### src/rtl/level_expand_pkg.sv
// Shared widths, level-shift offset helper and stage-A payload type for level_expand_pipe.
package level_expand_pkg;

    localparam int unsigned DEF_INW  = 16;
    localparam int unsigned DEF_OUTW = 8;
    localparam int unsigned DEF_CNTW = 16;
    // Widest sample the stage-A payload can carry; narrower samples are zero-extended.
    localparam int unsigned MAX_OUTW = 16;

    // Level shift applied in signed mode: 2^(outw-1).
    function automatic int unsigned LEVEL_OFFSET(input int unsigned outw);
        return 32'd1 << (outw - 32'd1);
    endfunction

    typedef struct packed {
        logic [MAX_OUTW-1:0] value;
        logic                signed_mode;
        logic                last;
    } stage_payload_t;

endpackage

### src/rtl/level_expand_if.sv
// Sample-in / expanded-sample-out stream bundle for level_expand_pipe.
interface level_expand_if
    import level_expand_pkg::*;
#(
    parameter int unsigned INW  = DEF_INW,
    parameter int unsigned OUTW = DEF_OUTW
);

    logic                   i_valid;
    logic                   o_ready;
    logic [OUTW-1:0]        i_value;
    logic                   i_negClamp;
    logic                   i_posClamp;
    logic                   i_last;
    logic                   i_signedMode;
    logic                   o_valid;
    logic                   i_ready;
    logic signed [INW-1:0]  o_value;
    logic                   o_last;

    modport master (
        output i_valid, i_value, i_negClamp, i_posClamp, i_last, i_signedMode, i_ready,
        input  o_ready, o_valid, o_value, o_last
    );

    modport slave (
        input  i_valid, i_value, i_negClamp, i_posClamp, i_last, i_signedMode, i_ready,
        output o_ready, o_valid, o_value, o_last
    );

endinterface

### src/rtl/level_expand_stage.sv
// One valid/ready register slice; loads whenever it is empty or its content is taken.
module level_expand_stage #(
    parameter int unsigned W = 8
) (
    input  logic         clk,
    input  logic         i_nrst,
    input  logic         i_valid,
    output logic         o_ready_c,
    input  logic [W-1:0] i_data,
    output logic         o_valid,
    input  logic         i_ready,
    output logic [W-1:0] o_data
);

    logic         r_valid;
    logic [W-1:0] r_data;
    logic         w_load;

    assign w_load    = !r_valid || i_ready;
    assign o_ready_c = w_load;
    assign o_valid   = r_valid;
    assign o_data    = r_data;

    // Data only captured on a real transfer so a stalled slice holds its content.
    always_ff @(posedge clk or negedge i_nrst) begin
        if (!i_nrst) begin
            r_valid <= 1'b0;
            r_data  <= '0;
        end else if (w_load) begin
            r_valid <= i_valid;
            if (i_valid) begin
                r_data <= i_data;
            end
        end
    end

endmodule

### src/rtl/level_expand_pipe.sv
// Two-stage expander of clamped unsigned samples to signed working width, with
// per-block clamp-event counters built only when LEVEL_EXPAND_FLAGCNT_EN is defined.
module level_expand_pipe
    import level_expand_pkg::*;
#(
    parameter int unsigned INW  = DEF_INW,
    parameter int unsigned OUTW = DEF_OUTW,
    parameter int unsigned CNTW = DEF_CNTW
) (
    input  logic             clk,
    input  logic             i_nrst,
    level_expand_if.slave    bus,
    input  logic             i_clrCnt,
    output logic [CNTW-1:0]  o_negCnt,
    output logic [CNTW-1:0]  o_posCnt,
    output logic             o_cntValid
);

    localparam int unsigned    AW     = $bits(stage_payload_t);
    localparam int unsigned    BW     = INW + 1;
    localparam logic [INW-1:0] OFFSET = INW'(LEVEL_OFFSET(OUTW));

    stage_payload_t  w_a_in;
    stage_payload_t  w_a_out;
    logic [AW-1:0]   w_a_q;
    logic            w_a_valid;
    logic            w_a_ready_c;
    logic            w_b_ready_c;
    logic [INW-1:0]  w_ext;
    logic [INW-1:0]  w_expanded;
    logic [BW-1:0]   w_b_in;
    logic [BW-1:0]   w_b_q;

    always_comb begin
        w_a_in             = '0;
        w_a_in.value       = MAX_OUTW'(bus.i_value);
        w_a_in.signed_mode = bus.i_signedMode;
        w_a_in.last        = bus.i_last;
    end

    level_expand_stage #(.W(AW)) u_stage_a (
        .clk       (clk),
        .i_nrst    (i_nrst),
        .i_valid   (bus.i_valid),
        .o_ready_c (w_a_ready_c),
        .i_data    (w_a_in),
        .o_valid   (w_a_valid),
        .i_ready   (w_b_ready_c),
        .o_data    (w_a_q)
    );

    assign w_a_out = stage_payload_t'(w_a_q);

    // Expansion sits between the slices; the subtraction wraps into two's complement.
    always_comb begin
        w_ext      = INW'(w_a_out.value);
        w_expanded = w_a_out.signed_mode ? (w_ext - OFFSET) : w_ext;
        w_b_in     = {w_expanded, w_a_out.last};
    end

    level_expand_stage #(.W(BW)) u_stage_b (
        .clk       (clk),
        .i_nrst    (i_nrst),
        .i_valid   (w_a_valid),
        .o_ready_c (w_b_ready_c),
        .i_data    (w_b_in),
        .o_valid   (bus.o_valid),
        .i_ready   (bus.i_ready),
        .o_data    (w_b_q)
    );

    assign bus.o_ready = w_a_ready_c;
    assign bus.o_value = w_b_q[BW-1:1];
    assign bus.o_last  = w_b_q[0];

`ifdef LEVEL_EXPAND_FLAGCNT_EN

    logic            w_accept;
    logic [CNTW-1:0] w_sum_neg;
    logic [CNTW-1:0] w_sum_pos;
    logic [CNTW-1:0] r_run_neg;
    logic [CNTW-1:0] r_run_pos;
    logic [CNTW-1:0] r_neg_cnt;
    logic [CNTW-1:0] r_pos_cnt;
    logic            r_cnt_valid;

    function automatic logic [CNTW-1:0] sat_inc(input logic [CNTW-1:0] base, input logic inc);
        return (inc && (base != '1)) ? (base + CNTW'(1)) : base;
    endfunction

    assign w_accept = bus.i_valid && w_a_ready_c;

    // Running count including the current sample; a clear drops the history first.
    always_comb begin
        w_sum_neg = sat_inc(i_clrCnt ? '0 : r_run_neg, w_accept && bus.i_negClamp);
        w_sum_pos = sat_inc(i_clrCnt ? '0 : r_run_pos, w_accept && bus.i_posClamp);
    end

    always_ff @(posedge clk or negedge i_nrst) begin
        if (!i_nrst) begin
            r_run_neg   <= '0;
            r_run_pos   <= '0;
            r_neg_cnt   <= '0;
            r_pos_cnt   <= '0;
            r_cnt_valid <= 1'b0;
        end else begin
            r_cnt_valid <= 1'b0;
            if (w_accept && bus.i_last) begin
                r_neg_cnt   <= w_sum_neg;
                r_pos_cnt   <= w_sum_pos;
                r_cnt_valid <= 1'b1;
                r_run_neg   <= '0;
                r_run_pos   <= '0;
            end else begin
                r_run_neg   <= w_sum_neg;
                r_run_pos   <= w_sum_pos;
            end
        end
    end

    assign o_negCnt   = r_neg_cnt;
    assign o_posCnt   = r_pos_cnt;
    assign o_cntValid = r_cnt_valid;

`else

    logic w_unused_cnt_inputs;

    assign w_unused_cnt_inputs = ^{i_clrCnt, bus.i_negClamp, bus.i_posClamp};
    assign o_negCnt   = '0;
    assign o_posCnt   = '0;
    assign o_cntValid = 1'b0;

`endif

endmodule

### src/flat_wrapper.sv
// flat-port wrapper written by rule: the top's interface ports become plain ports
module level_expand_pipe_flat import level_expand_pkg::*;
#(
    parameter int unsigned INW  = DEF_INW,
    parameter int unsigned OUTW = DEF_OUTW,
    parameter int unsigned CNTW = DEF_CNTW
)
  (clk, i_nrst, i_clrCnt, o_negCnt, o_posCnt, o_cntValid, bus_i_valid, bus_i_value, bus_i_negClamp, bus_i_posClamp, bus_i_last, bus_i_signedMode, bus_i_ready, bus_o_ready, bus_o_valid, bus_o_value, bus_o_last);
  level_expand_if #(.INW(INW), .OUTW(OUTW)) bus_i ();
  input  logic clk;
  input  logic i_nrst;
  input  logic i_clrCnt;
  output logic [CNTW-1:0] o_negCnt;
  output logic [CNTW-1:0] o_posCnt;
  output logic o_cntValid;
  input wire logic [$bits(bus_i.i_valid)-1:0] bus_i_valid;
  input wire logic [$bits(bus_i.i_value)-1:0] bus_i_value;
  input wire logic [$bits(bus_i.i_negClamp)-1:0] bus_i_negClamp;
  input wire logic [$bits(bus_i.i_posClamp)-1:0] bus_i_posClamp;
  input wire logic [$bits(bus_i.i_last)-1:0] bus_i_last;
  input wire logic [$bits(bus_i.i_signedMode)-1:0] bus_i_signedMode;
  input wire logic [$bits(bus_i.i_ready)-1:0] bus_i_ready;
  output wire logic [$bits(bus_i.o_ready)-1:0] bus_o_ready;
  output wire logic [$bits(bus_i.o_valid)-1:0] bus_o_valid;
  output wire logic [$bits(bus_i.o_value)-1:0] bus_o_value;
  output wire logic [$bits(bus_i.o_last)-1:0] bus_o_last;
  assign bus_i.i_valid = bus_i_valid;
  assign bus_i.i_value = bus_i_value;
  assign bus_i.i_negClamp = bus_i_negClamp;
  assign bus_i.i_posClamp = bus_i_posClamp;
  assign bus_i.i_last = bus_i_last;
  assign bus_i.i_signedMode = bus_i_signedMode;
  assign bus_i.i_ready = bus_i_ready;
  assign bus_o_ready = bus_i.o_ready;
  assign bus_o_valid = bus_i.o_valid;
  assign bus_o_value = bus_i.o_value;
  assign bus_o_last = bus_i.o_last;
  level_expand_pipe #(.INW(INW), .OUTW(OUTW), .CNTW(CNTW)) u_core (.clk(clk), .i_nrst(i_nrst), .bus(bus_i), .i_clrCnt(i_clrCnt), .o_negCnt(o_negCnt), .o_posCnt(o_posCnt), .o_cntValid(o_cntValid));
endmodule
### config.mk
export PLATFORM = sky130hd
export DESIGN_NAME = level_expand_pipe_flat
export DESIGN_NICKNAME = d
export VERILOG_FILES = /design/src/rtl/level_expand_pkg.sv /design/src/rtl/level_expand_if.sv /design/src/rtl/level_expand_stage.sv /design/src/rtl/level_expand_pipe.sv /design/src/flat_wrapper.sv
export SDC_FILE = /design/constraint.sdc
export NUM_CORES = 1
export LEC_CHECK = 0
export CAP_MARGIN = 20
export CORE_ASPECT_RATIO = 0.75
export CORE_MARGIN = 2
export CORE_UTILIZATION = 45
export DETAILED_ROUTE_END_ITERATION = 6
export PLACE_DENSITY = 0.92
export SYNTH_ARGS = -nofsm -noshare
export SYNTH_HDL_FRONTEND = slang
export SYNTH_HIERARCHICAL = 1
export SYNTH_SLANG_ARGS = --single-unit
### constraint.sdc
create_clock -name clk -period 2.4 [get_ports clk]
set_input_delay 0.36 -clock clk [delete_from_list [all_inputs] [get_ports clk]]
set_output_delay 0.36 -clock clk [all_outputs]
set_load 0.005 [all_outputs]
==> impl_metrics.py <==
metrics = {
    "hold_path": {
        "holdCritPathClass": "in -> async",
    },
    "clock_network": {
        "cts_root_buf": "clkbuf_8",
        "h-tree-depth": 2,
        "cts.repair.resized": 0,
        "ctsLongestPathBuffers": 2,
        "tritoncts": "built",
        "postCtsSetupRepairBufs": 0,
        "path_clk_slew_ns": 0.06,
        "cts.sinks": 37,
        "cts_buffers": 5,
        "clk_latency_ns": 0.28,
        "cts-hold-fix-buffers": 0,
    },
    "grt": {
        "grt-ovfl-total": 0,
        "first_global_vias": 913,
        "gr-usage-all-layers": 0.1252,
        "grt_pass1_wl_mm": 4.250,
        "grt_max_degree": 38,
        "antenna_found_initial": 0,
    },
    "route": {
        "dr.pass1.iters": 3,
        "drc_errors": 0,
        "drtIter0Drc": 26,
        "drt-vias-per-instance": 4.204,
        "post_drt_wl_per_cell_um": 11.13,
        "vias": 988,
        "ant_nets": 0,
        "drt-total-wl_mm": 2.616,
    },
    "logic_synthesis": {
        "yosysWarnings": 6,
        "synth.top_cells.by_area": "dfrtp_1 49%, mux2_4 16%, buf_4 13%, mux2_2 8.9%, xnor2_1 1.8%",
        "synth.distinct_cells": 23,
        "synth_ff_type": "dfrtp_1",
        "synthArstFlopShare": 1.000,
        "ys_seq_elements": 37,
        "yosysMostFrequentCell": "dfrtp_1",
        "yosysTopAreaCell": "dfrtp_1",
        "seq_area_frac_synth": 0.4856,
        "netlist_area_mm2": 0.001907,
        "syn_inst": 136,
        "synth_edf_count": 0,
        "avgSynthCellArea_um2": 14.02,
        "synthTopCellsByCount": "37 x dfrtp_1, 33 x buf_4, 20 x mux2_4, 15 x mux2_2",
        "synth_top_area_share": 0.4856,
    },
    "pwr": {
        "cellPowerDensity_mw_per_mm2": 781.6,
        "max-vdd-ir-drop_uv": 355.1,
        "p_leak_nw": 1.070,
        "p_sw_frac": 0.2423,
        "power_frac_comb": 0.282,
        "intPower_mw": 1.332,
        "p_sw_mw": 0.4259,
        "clkPwrFrac": 0.239,
        "pwr-share-seq": 0.479,
    },
    "floorplan": {
        "die_area_mm2": 0.004780,
        "core_area_mm2": 0.004054,
        "initial_core_util": 0.4704,
        "die_h_um": 60.38,
        "die_w_um": 79.17,
        "rows": 20,
        "num_io_pins": 69,
    },
    "place": {
        "numPortBuffers": 32,
        "gp_congestion": 0.6958,
        "dpl.hpwl_mm": 1.845,
        "dp_slack_ns": 0.4291,
        "dp.cells": 228,
    },
    "cells_and_area": {
        "finalNonFillerCells": 235,
        "synthToLayoutAreaGrowth_pct": 17.91,
        "fillers": 358,
        "layout-drive-gt1-share": 0.2722,
        "nets": 198,
        "antenna_cells": 0,
    },
    "sta": {
        "clock_skew_ns": 0.002146,
        "fin_crit_sh": 0.8220,
        "final_max_slew_viol_count": 0,
        "finalHoldViolCount": 0,
        "max-slew-margin-rel": 0.4751,
        "fin_ws_ns": 0.4273,
        "setup_tns_ns": 0,
        "max_freq_ghz": 0.5069,
        "rsz0062_at_grt": "no",
        "fin_crit_ns": 1.973,
        "setup_viol": 0,
        "tightest_slew_ns": 0.7873,
    },
    "worst_setup_path": {
        "rrSetupSlack_ns": 0.60,
        "crit_path_max_fanout": 3,
        "critPathCapture": "bus_o_ready",
        "path_cells": "clkdlybuf4s50_1, nand2b_4, nand2b_4, clkdlybuf4s50_1",
        "arrival_ns": 1.61,
        "r2r_cells": 4,
        "critical_path.slowest_cell": "clkdlybuf4s50_1",
        "cp-end-kind": "output pin",
        "critical_path_class": "in -> out",
        "startpoint": "bus_i_ready",
        "critPathMaxStageDelay_ns": 0.51,
        "crit_required_ns": 2.04,
        "r2r-end": "u_core/u_stage_b/o_data[15]",
        "rr_startpoint": "u_core/u_stage_a/o_data[9]",
        "startpoint_type": "primary input",
    },
    "status": {
        "status": "complete, no violations",
    },
    "job": {
        "max_cap_viol_count": 0,
    },
}
[power groups by stage]
stage	Sequential [mW]	Combinational, mW	Clock (mW)
2_1_floorplan	0.850	0.303	0
5_1_grt	0.862	0.538	0.470
3_5_place_dp	0.856	0.502	0
6_report	0.842	0.495	0.420
3_3_place_gp	0.850	0.492	0
4_1_cts	0.844	0.504	0.437
[cells in the final DEF, fill, tap and decap left out]
| cell | instances |
|---|---|
| a21oi_1 | 1 |
| xor2_1 | 4 |
| clkdlybuf4s50_1 | 31 |
| nor2_1 | 3 |
| buf_2 | 1 |
| inv_1 | 2 |
| nand3_1 | 1 |
| ha_1 | 1 |
| nand2_4 | 2 |
| nor3_1 | 1 |
| or2b_1 | 1 |
| mux2_2 | 15 |
| and4bb_2 | 1 |
| nand2_1 | 2 |
| or4b_4 | 1 |
| conb_1 | 41 |
| nor4b_2 | 1 |
| xnor2_1 | 4 |
| clkbuf_8 | 6 |
| mux2_4 | 20 |
| nand2b_1 | 1 |
| nand2b_4 | 2 |
| dfrtp_1 | 37 |
| clkbuf_1 | 1 |
[registers in the layout, indices dropped and copies added (netlist names)]
signal	cells
u_core/u_stage_a/o_valid	1
u_core/u_stage_a/o_data	18
u_core/u_stage_b/o_data	17
u_core/u_stage_b/o_valid	1
[per-layer routing]
metal,GRT usage,routed length [µm],part of all wire
met3,0.04018,157,0.060
met2,0.2010,1249,0.48
met4,0.1034,88,0.034
met5,0,0,0
met1,0.1407,1120,0.43
[stage by stage]
stage               power, mW    util  cell area, µm²  hold slack (ns)
floorplan               1.153       -            2057          0.06441
global placement        1.342  0.5333            2162           0.4824
detailed placement      1.358  0.5333            2162           0.4914
CTS                     1.786  0.5546            2248           0.1877
global route            1.870  0.5546            2248           0.2228
finish                  1.757  0.5546            2248           0.1568
[layout make-up]
| type | instances | area, µm² | area share |
|---|---|---|---|
| timing repair buffer | 32 | 315.3 | 0.1402 |
| clock buffer | 7 | 86.33 | 0.03840 |
| tap | 55 | 68.82 | 0.03061 |
| inverter | 2 | 7.507 | 0.003339 |
| sequential | 37 | 925.9 | 0.4118 |
| multi-input combinational | 102 | 844.6 | 0.3756 |
[worst min-delay path by stage]
stage | startpoint | cells after the start | slack, ns | endpoint
2_1_floorplan | i_nrst | 0 | 0.06 | u_core/u_stage_a/o_data[0]
3_3_place_gp | u_core/u_stage_a/o_data[3] | 1 | 0.48 | u_core/u_stage_b/o_data[2]
3_5_place_dp | i_nrst | 1 | 0.49 | u_core/u_stage_b/o_valid
4_1_cts | i_nrst | 1 | 0.19 | u_core/u_stage_b/o_valid
5_1_grt | i_nrst | 1 | 0.22 | u_core/u_stage_b/o_valid
6_report | i_nrst | 1 | 0.16 | u_core/u_stage_a/o_data[14]
[kinds of logic after synthesis]
group           share of synthesized area
compound gates                   0.002622
xor+xnor                          0.03674
fa+ha+maj                        0.006561
buf+inv                            0.1503
flops                              0.4856
mux                                0.2461
other cells                      0.001967
simple gates                      0.07021
[worst max-delay path, delay by kind of cell]
family                 cells  cell delay [ns]
buffers and inverters      2             0.97
and+or+nand+nor            2             0.29
Note: power is estimated with default switching activity, not from simulation.
